--- config.mk ---
export PLATFORM = sky130hd
export DESIGN_NAME = el2_lsu_ecc_mb
export DESIGN_NICKNAME = d
export VERILOG_FILES = /design/src/rtl/el2_pkg.sv /design/src/rtl/el2_lsu_ecc_bank.sv /design/src/rtl/el2_lsu_ecc_mb.sv
export SDC_FILE = /design/constraint.sdc
export NUM_CORES = 1
export LEC_CHECK = 0
export BUFFER_PORTS_ARGS = -buffer_cell sky130_fd_sc_hd__buf_2
export CAP_MARGIN = 5
export CORE_UTILIZATION = 35
export CTS_CLUSTER_SIZE = 16
export DETAILED_ROUTE_END_ITERATION = 6
export GPL_ROUTABILITY_DRIVEN = 1
export GPL_TIMING_DRIVEN = 1
export PLACE_DENSITY = 0.51
export RECOVER_POWER = 25
export SETUP_SLACK_MARGIN = 0.2
export SLEW_MARGIN = 5
export SYNTH_ARGS = -nofsm -noshare
export SYNTH_HDL_FRONTEND = slang
export SYNTH_SLANG_ARGS = --single-unit --ignore-timing --ignore-initial --compat-mode --unroll-limit 50000
--- constraint.sdc ---
create_clock -name clk -period 5.9 [get_ports clk]
set_input_delay 0.885 -clock clk [delete_from_list [all_inputs] [get_ports clk]]
set_output_delay 0.885 -clock clk [all_outputs]
set_load 0.02 [all_outputs]
--- src/rtl/el2_pkg.sv ---
// Shared helpers for the multi-bank DCCM SEC-DED checker (el2_lsu_ecc_mb).
//   ecc_width(data_w) : check-bit count for a bank of data_w bits
//                       (Hamming bits plus one overall-parity bit)
//   popcnt(v)         : number of set bits in an up-to-8-bit bank mask
package el2_pkg;

    function automatic int ecc_width(input int data_w);
        return $clog2(data_w) + 2;
    endfunction

    function automatic int popcnt(input logic [7:0] v);
        int n;
        n = 0;
        for (int i = 0; i < 8; i++) n += int'(v[i]);
        return n;
    endfunction

endpackage

--- src/rtl/el2_lsu_ecc_bank.sv ---
// One DCCM bank of SEC-DED logic, purely combinational.
// Codeword layout: positions 1..DATA_W+HAM_W, powers of two hold the Hamming
// bits, data bits fill the remaining positions in ascending order. The top
// check bit is the overall parity of data plus Hamming bits.
// Ports:
//   i_dec_en   : decode enabled (bank participates and ECC is not disabled)
//   i_rd_data  : raw read data       i_rd_ecc : stored check bits
//   o_sec_data : corrected data      o_single / o_double : error flags
//   i_wr_data  : store data          o_wr_ecc : its check bits
//   i_wb_data  : corrected line data o_wb_ecc : its re-encoded check bits
module el2_lsu_ecc_bank #(
    parameter int DATA_W = 32,
    parameter int ECC_W  = 7
) (
    input  logic              i_dec_en,
    input  logic [DATA_W-1:0] i_rd_data,
    input  logic [ECC_W-1:0]  i_rd_ecc,
    output logic [DATA_W-1:0] o_sec_data,
    output logic              o_single,
    output logic              o_double,
    input  logic [DATA_W-1:0] i_wr_data,
    output logic [ECC_W-1:0]  o_wr_ecc,
    input  logic [DATA_W-1:0] i_wb_data,
    output logic [ECC_W-1:0]  o_wb_ecc
);
    localparam int HAM_W = ECC_W - 1;

    // Codeword position of data bit idx (skips power-of-two positions).
    function automatic int f_pos(input int idx);
        int cnt;
        int res;
        cnt = 0;
        res = 0;
        for (int p = 1; p <= DATA_W + ECC_W; p++) begin
            if ((p & (p - 1)) != 0) begin
                if (cnt == idx) res = p;
                cnt++;
            end
        end
        return res;
    endfunction

    function automatic logic [HAM_W-1:0] f_ham(input logic [DATA_W-1:0] d);
        logic [HAM_W-1:0] h;
        int               pos;
        h = '0;
        for (int i = 0; i < DATA_W; i++) begin
            pos = f_pos(i);
            for (int k = 0; k < HAM_W; k++)
                if (pos[k] && d[i]) h[k] = ~h[k];
        end
        return h;
    endfunction

    function automatic logic [ECC_W-1:0] f_encode(input logic [DATA_W-1:0] d);
        logic [HAM_W-1:0] h;
        h = f_ham(d);
        return {^{d, h}, h};
    endfunction

    logic [HAM_W-1:0] w_syn;
    logic             w_par;

    assign w_syn    = f_ham(i_rd_data) ^ i_rd_ecc[HAM_W-1:0];
    assign w_par    = ^{i_rd_data, i_rd_ecc};
    assign o_wr_ecc = f_encode(i_wr_data);
    assign o_wb_ecc = f_encode(i_wb_data);

    // A syndrome naming a check-bit position matches no data bit, so the
    // data passes through unchanged but is still reported as corrected.
    always_comb begin
        o_sec_data = i_rd_data;
        o_single   = 1'b0;
        o_double   = 1'b0;
        if (i_dec_en && (w_syn != '0)) begin
            if (w_par) begin
                o_single = 1'b1;
                for (int i = 0; i < DATA_W; i++)
                    if (f_pos(i) == int'(w_syn)) o_sec_data[i] = ~i_rd_data[i];
            end else begin
                o_double = 1'b1;
            end
        end
    end

endmodule

--- src/rtl/el2_lsu_ecc_mb.sv ---
// Multi-bank DCCM SEC-DED checker/corrector with a registered decode stage,
// a write-back queue of corrected lines and saturating SEC/DED counters.
// Optional macro EL2_LSU_ECC_ERR_INJECT_EN adds inj_en_i / inj_mask_i inputs
// and a wr_data_o output; the mask ({data,ecc} per bank) is XORed into the
// store encode path only, never into the write-back path.
// Ports: read side rd_*_i -> rd_valid_o/sec_data_o/single_err_o/double_err_o
// (one cycle later); store side wr_data_i -> wr_ecc_o (combinational);
// write-back wb_* head of queue popped by wb_gnt_i; counters sec/ded_cnt_o,
// cleared with wb_ovf_o by cnt_clr_i.
module el2_lsu_ecc_mb
    import el2_pkg::*;
#(
    parameter int  NUM_BANKS = 2,
    parameter int  DATA_W    = 32,
    parameter int  ADDR_W    = 16,
    parameter int  WB_DEPTH  = 4,
    parameter int  CNT_W     = 16,
    localparam int ECC_W     = ecc_width(DATA_W)
) (
    input  logic                        clk,
    input  logic                        rst,
    input  logic                        ecc_disable,
    input  logic                        rd_valid_i,
    input  logic [NUM_BANKS-1:0]        rd_bank_en_i,
    input  logic [ADDR_W-1:0]           rd_addr_i,
    input  logic [NUM_BANKS*DATA_W-1:0] rd_data_i,
    input  logic [NUM_BANKS*ECC_W-1:0]  rd_ecc_i,
    output logic                        rd_valid_o,
    output logic [NUM_BANKS*DATA_W-1:0] sec_data_o,
    output logic [NUM_BANKS-1:0]        single_err_o,
    output logic [NUM_BANKS-1:0]        double_err_o,
    input  logic [NUM_BANKS*DATA_W-1:0] wr_data_i,
`ifdef EL2_LSU_ECC_ERR_INJECT_EN
    input  logic                                 inj_en_i,
    input  logic [NUM_BANKS*(DATA_W+ECC_W)-1:0]  inj_mask_i,
    output logic [NUM_BANKS*DATA_W-1:0]          wr_data_o,
`endif
    output logic [NUM_BANKS*ECC_W-1:0]  wr_ecc_o,
    output logic                        wb_req_o,
    input  logic                        wb_gnt_i,
    output logic [ADDR_W-1:0]           wb_addr_o,
    output logic [NUM_BANKS-1:0]        wb_be_o,
    output logic [NUM_BANKS*DATA_W-1:0] wb_data_o,
    output logic [NUM_BANKS*ECC_W-1:0]  wb_ecc_o,
    output logic                        wb_full_o,
    output logic                        wb_ovf_o,
    input  logic                        cnt_clr_i,
    output logic [CNT_W-1:0]            sec_cnt_o,
    output logic [CNT_W-1:0]            ded_cnt_o
);
    localparam int PTR_W = $clog2(WB_DEPTH);
    localparam int SUM_W = CNT_W + 4;

    typedef struct packed {
        logic [ADDR_W-1:0]           addr;
        logic [NUM_BANKS-1:0]        be;
        logic [NUM_BANKS*DATA_W-1:0] data;
        logic [NUM_BANKS*ECC_W-1:0]  ecc;
    } el2_ecc_wb_pkt_t;

    logic [NUM_BANKS*DATA_W-1:0] w_sec_data;
    logic [NUM_BANKS-1:0]        w_single;
    logic [NUM_BANKS-1:0]        w_double;
    logic [NUM_BANKS*ECC_W-1:0]  w_wr_ecc;
    logic [NUM_BANKS*ECC_W-1:0]  w_wb_ecc;

    logic                        r_rd_valid;
    logic [NUM_BANKS*DATA_W-1:0] r_sec_data;
    logic [NUM_BANKS-1:0]        r_single;
    logic [NUM_BANKS-1:0]        r_double;
    logic [ADDR_W-1:0]           r_addr;

    for (genvar b = 0; b < NUM_BANKS; b++) begin : g_bank
        el2_lsu_ecc_bank #(.DATA_W(DATA_W), .ECC_W(ECC_W)) u_bank (
            .i_dec_en   (rd_bank_en_i[b] & ~ecc_disable),
            .i_rd_data  (rd_data_i[b*DATA_W +: DATA_W]),
            .i_rd_ecc   (rd_ecc_i[b*ECC_W +: ECC_W]),
            .o_sec_data (w_sec_data[b*DATA_W +: DATA_W]),
            .o_single   (w_single[b]),
            .o_double   (w_double[b]),
            .i_wr_data  (wr_data_i[b*DATA_W +: DATA_W]),
            .o_wr_ecc   (w_wr_ecc[b*ECC_W +: ECC_W]),
            .i_wb_data  (r_sec_data[b*DATA_W +: DATA_W]),
            .o_wb_ecc   (w_wb_ecc[b*ECC_W +: ECC_W])
        );
    end

`ifdef EL2_LSU_ECC_ERR_INJECT_EN
    always_comb begin
        wr_data_o = wr_data_i;
        wr_ecc_o  = w_wr_ecc;
        if (inj_en_i) begin
            for (int b = 0; b < NUM_BANKS; b++) begin
                wr_data_o[b*DATA_W +: DATA_W] ^= inj_mask_i[b*(DATA_W+ECC_W)+ECC_W +: DATA_W];
                wr_ecc_o[b*ECC_W +: ECC_W]    ^= inj_mask_i[b*(DATA_W+ECC_W) +: ECC_W];
            end
        end
    end
`else
    assign wr_ecc_o = w_wr_ecc;
`endif

    always_ff @(posedge clk or posedge rst) begin
        if (rst) begin
            r_rd_valid <= 1'b0;
            r_sec_data <= '0;
            r_single   <= '0;
            r_double   <= '0;
            r_addr     <= '0;
        end else begin
            r_rd_valid <= rd_valid_i;
            r_single   <= rd_valid_i ? w_single : '0;
            r_double   <= rd_valid_i ? w_double : '0;
            if (rd_valid_i) begin
                r_sec_data <= w_sec_data;
                r_addr     <= rd_addr_i;
            end
        end
    end

    assign rd_valid_o   = r_rd_valid;
    assign sec_data_o   = r_sec_data;
    assign single_err_o = r_single;
    assign double_err_o = r_double;

    // Write-back queue
    el2_ecc_wb_pkt_t r_mem [WB_DEPTH];
    el2_ecc_wb_pkt_t w_head;
    el2_ecc_wb_pkt_t w_new_pkt;
    logic [PTR_W-1:0] r_wptr, r_rptr;
    logic [PTR_W:0]   r_count;
    logic             w_push, w_pop, w_full, w_drop, w_accept;

    assign w_push    = r_rd_valid & (|r_single) & ~(|r_double);
    assign w_full    = (r_count == (PTR_W+1)'(WB_DEPTH));
    assign w_pop     = wb_req_o & wb_gnt_i;
    assign w_drop    = w_push & w_full & ~w_pop;
    assign w_accept  = w_push & ~w_drop;
    assign w_new_pkt = '{addr: r_addr, be: r_single, data: r_sec_data, ecc: w_wb_ecc};

    always_ff @(posedge clk or posedge rst) begin
        if (rst) begin
            r_wptr  <= '0;
            r_rptr  <= '0;
            r_count <= '0;
        end else begin
            if (w_accept) r_wptr <= r_wptr + PTR_W'(1);
            if (w_pop)    r_rptr <= r_rptr + PTR_W'(1);
            if (w_accept && !w_pop)      r_count <= r_count + (PTR_W+1)'(1);
            else if (!w_accept && w_pop) r_count <= r_count - (PTR_W+1)'(1);
        end
    end

    // Storage is qualified by r_count, so it needs no reset.
    always_ff @(posedge clk) begin
        if (w_accept) r_mem[r_wptr] <= w_new_pkt;
    end

    assign w_head    = r_mem[r_rptr];
    assign wb_req_o  = (r_count != '0);
    assign wb_full_o = w_full;
    assign wb_addr_o = w_head.addr;
    assign wb_be_o   = w_head.be;
    assign wb_data_o = w_head.data;
    assign wb_ecc_o  = w_head.ecc;

    // Counters and overflow flag
    logic [SUM_W-1:0] w_sec_sum, w_ded_sum;
    logic [CNT_W-1:0] r_sec_cnt, r_ded_cnt;
    logic             r_ovf;

    assign w_sec_sum = SUM_W'(r_sec_cnt) + SUM_W'(popcnt(8'(r_single)));
    assign w_ded_sum = SUM_W'(r_ded_cnt) + SUM_W'(popcnt(8'(r_double)));

    always_ff @(posedge clk or posedge rst) begin
        if (rst) begin
            r_sec_cnt <= '0;
            r_ded_cnt <= '0;
            r_ovf     <= 1'b0;
        end else begin
            if (cnt_clr_i) begin
                r_sec_cnt <= '0;
                r_ded_cnt <= '0;
            end else begin
                r_sec_cnt <= (|w_sec_sum[SUM_W-1:CNT_W]) ? '1 : w_sec_sum[CNT_W-1:0];
                r_ded_cnt <= (|w_ded_sum[SUM_W-1:CNT_W]) ? '1 : w_ded_sum[CNT_W-1:0];
            end
            if (w_drop)         r_ovf <= 1'b1;
            else if (cnt_clr_i) r_ovf <= 1'b0;
        end
    end

    assign sec_cnt_o = r_sec_cnt;
    assign ded_cnt_o = r_ded_cnt;
    assign wb_ovf_o  = r_ovf;

endmodule

==> metrics <==
status=complete, but fails checks; failing checks=capacitance limit, slew limit; core area=~67000 µm²; Mapped Area=23940 µm²; Primary FF master, synth=edfxtp_1; Clock Path Buffers=3; Yosys top cell by area=edfxtp_1; type of origin of the critical path=input port; Die Y=263.5 µm; Slew HR=-0.4433; RSZ-0062 raised after global routing=false; Reg-to-Reg End=r_mem[3][67]; CTS Hold Bufs=0; Global Route met1 Usage=0.2487; Post-CTS Resized=0; Final Max Tran Viols=43; count leader, synth=edfxtp_1; clock edge transition at the registers on the reported setup and hold paths=0.06 ns; static leakage=10.38 nW; CTS sink cnt=just over 500; Starting Density=0.3552; distinct cell type count after synthesis=45; R2R Setup Slk=2.95 ns; Die Span X=263.5 µm; DRC=0; Yosys reg bits=509; root cell of the clock tree=clkbuf_16; htree depth=2; drt wl/cell=22.73 µm; Top-Level Pins=380; Synth top area share=0.4816; Die ar.=69460 µm²; antenna violations before repair=1; final core utilization=0.4260; most frequent cells after synthesis=edfxtp_1, xnor2_1, dfrtp_1; clk_lat worst skew=0.62 ns; total gr overflow=0; syn avg cell area=15.71 µm²; synth-to-layout area growth=19.92%; final number of hold-violating endpoints=0; Max Cap Viol=1; hpwl dp=approximately 45000 µm; Hold Startpoint=r_count[2]; Via density=5.061; Critical Path AT=4.30 ns; largest net degree at the start of global routing=68; top cells by area, synth=edfxtp_1, dfrtp_1, xnor2_1, mux4_2, xnor3_1; first-pass GRT wire length=95830 µm; final setup fails=0; Setup Buffers After CTS=0; fraction of layout cells with a size suffix above 1=0.3053; Setup TNS Final=0 ns; fin crit share=0.6425; final WL=between 60000 and 70000 µm; CP endpoint kind=flip-flop; Yosys warnings=0; Rows=95; Syn Inst Count=1524; RePlAce Congestion=0.8338; HP Class=reg2reg; gr busiest metal=met2; TritonCTS clock tree=built; FF-to-FF path depth=4; First-pass DRT Iterations=5; Worst-Margin Slew=2.153 ns; Pwr Density=476.4 nW/µm²; I/O Buffers=379; met3 Use GR=0.04855; crit path time final=3.791 ns; Post-layout nets=2088; vias=14340; FFs w/ async S/R, synth=0.2456; number of DRC markers in iteration 0=916; Post-synth EDFFs=384; syn_nets=1700; RR Startpoint=single_err_o[0]; met2 Usage GRT=0.2971; Setup Skew=0.03861 ns; Hold EP=r_count[2]; worst-path maximum fanout=24; Worst Path Required=approximately 6.4 ns; Inserted Clock Buffers=56; vias in the first global route=14880; Hold Path Cell Cnt=1; Seq/Total Area, Yosys=0.6123; GRT Total Usage=0.1847; ANT nets after route=0; Max IR drop VDD=between 0.2 and 0.3 mV; FMAX=0.2638 GHz; type of the worst setup path=in2reg
## metrics by stage
stage / setup slack, ns / cells / total power, mW / cell area, µm² / hold slack [ns]
3_5_place_dp: 1.519 / 2727 / 10.41 / 26890 / 0.4788
5_1_grt: 1.971 / 2832 / 14.39 / 28710 / 0.4621
6_report: 2.109 / 2833 / 13.68 / 28710 / 0.4838
4_1_cts: 2.061 / 2832 / 13.89 / 28710 / 0.2719
3_3_place_gp: 1.639 / 2727 / 10.35 / 26890 / 0.4738
2_1_floorplan: 1.687 / 1524 / 8.650 / 23940 / 0.4547
## cells by family after synthesis
| logic type | share of synthesized area |
|---|---|
| AOI/OAI and AO/OA | 0.03637 |
| xor gates and xnor gates | 0.1762 |
| adders and majority gates | 0.006167 |
| buffers and inverters | 0.01259 |
| DFF | 0.6123 |
| muxes | 0.09997 |
| and+or+nand+nor | 0.05639 |
## worst max-delay path by stage
stage | end | slack (ns) | depth (start not counted) | start
finish | sec_data_o[12] | 2.11 | 8 | rd_data_i[4]
global route | wb_data_o[7] | 1.97 | 3 | r_rptr[0]
CTS | wb_data_o[7] | 2.06 | 3 | r_rptr[0]
detailed placement | sec_data_o[17] | 1.52 | 8 | rd_data_i[4]
global placement | sec_data_o[14] | 1.64 | 8 | rd_data_i[4]
floorplan | ded_cnt_o[0] | 1.69 | 1 | rst
## report_power, final
part	leakage [nW]	switching, mW	total [mW]	internal [mW]
Clock	0.872	1.47	3.44	1.97
Sequential	4.95	0.398	4.89	4.49
Combinational	4.56	3.21	5.35	2.14
Total	10.4	5.08	13.7	8.60
## sequential cells by signal, indices dropped and copies added (netlist names), 3 cells and up
register / count
r_addr: 16
sec_cnt_o: 16
r_mem: 384
sec_data_o: 64
r_count: 3
ded_cnt_o: 16
## layout by cell type, fill, tap and decap left out, types with 39 or more instances in the layout
| cell type | count |
|---|---|
| edfxtp_1 | 384 |
| buf_2 | 378 |
| xnor2_1 | 298 |
| dfrtp_1 | 123 |
| mux4_2 | 96 |
| nor2_1 | 83 |
| xor2_1 | 68 |
| clkbuf_16 | 56 |
| a31oi_1 | 46 |
| a21oi_1 | 45 |
| xnor3_1 | 39 |
## layer usage
metal	wire [µm]	vias up
met3	4430	87
li1	-	6550
met1	28090	7271
met5	10	-
met4	1332	2
met2	30530	428
## worst max-delay path, stage by stage
cell and delay (ns):
buf_2 0.11, xnor3_1 0.43, xnor3_1 0.46, xnor2_1 0.17, xnor3_2 0.49, nand4_1 0.77, or4_1 0.76, a31oi_1 0.21
## layout make-up
type | count | area [µm²]
multi-input cells | 935 | 8991
well taps | 873 | 1092
diodes | 1 | 2.502
clock inverters | 31 | 317.8
inverters | 18 | 68.82
repair buffers | 392 | 2072
flip-flops and latches | 509 | 14670
fillers | 6195 | 38690
clock buffers | 74 | 1499
Note: power is estimated with default switching activity, not from simulation.
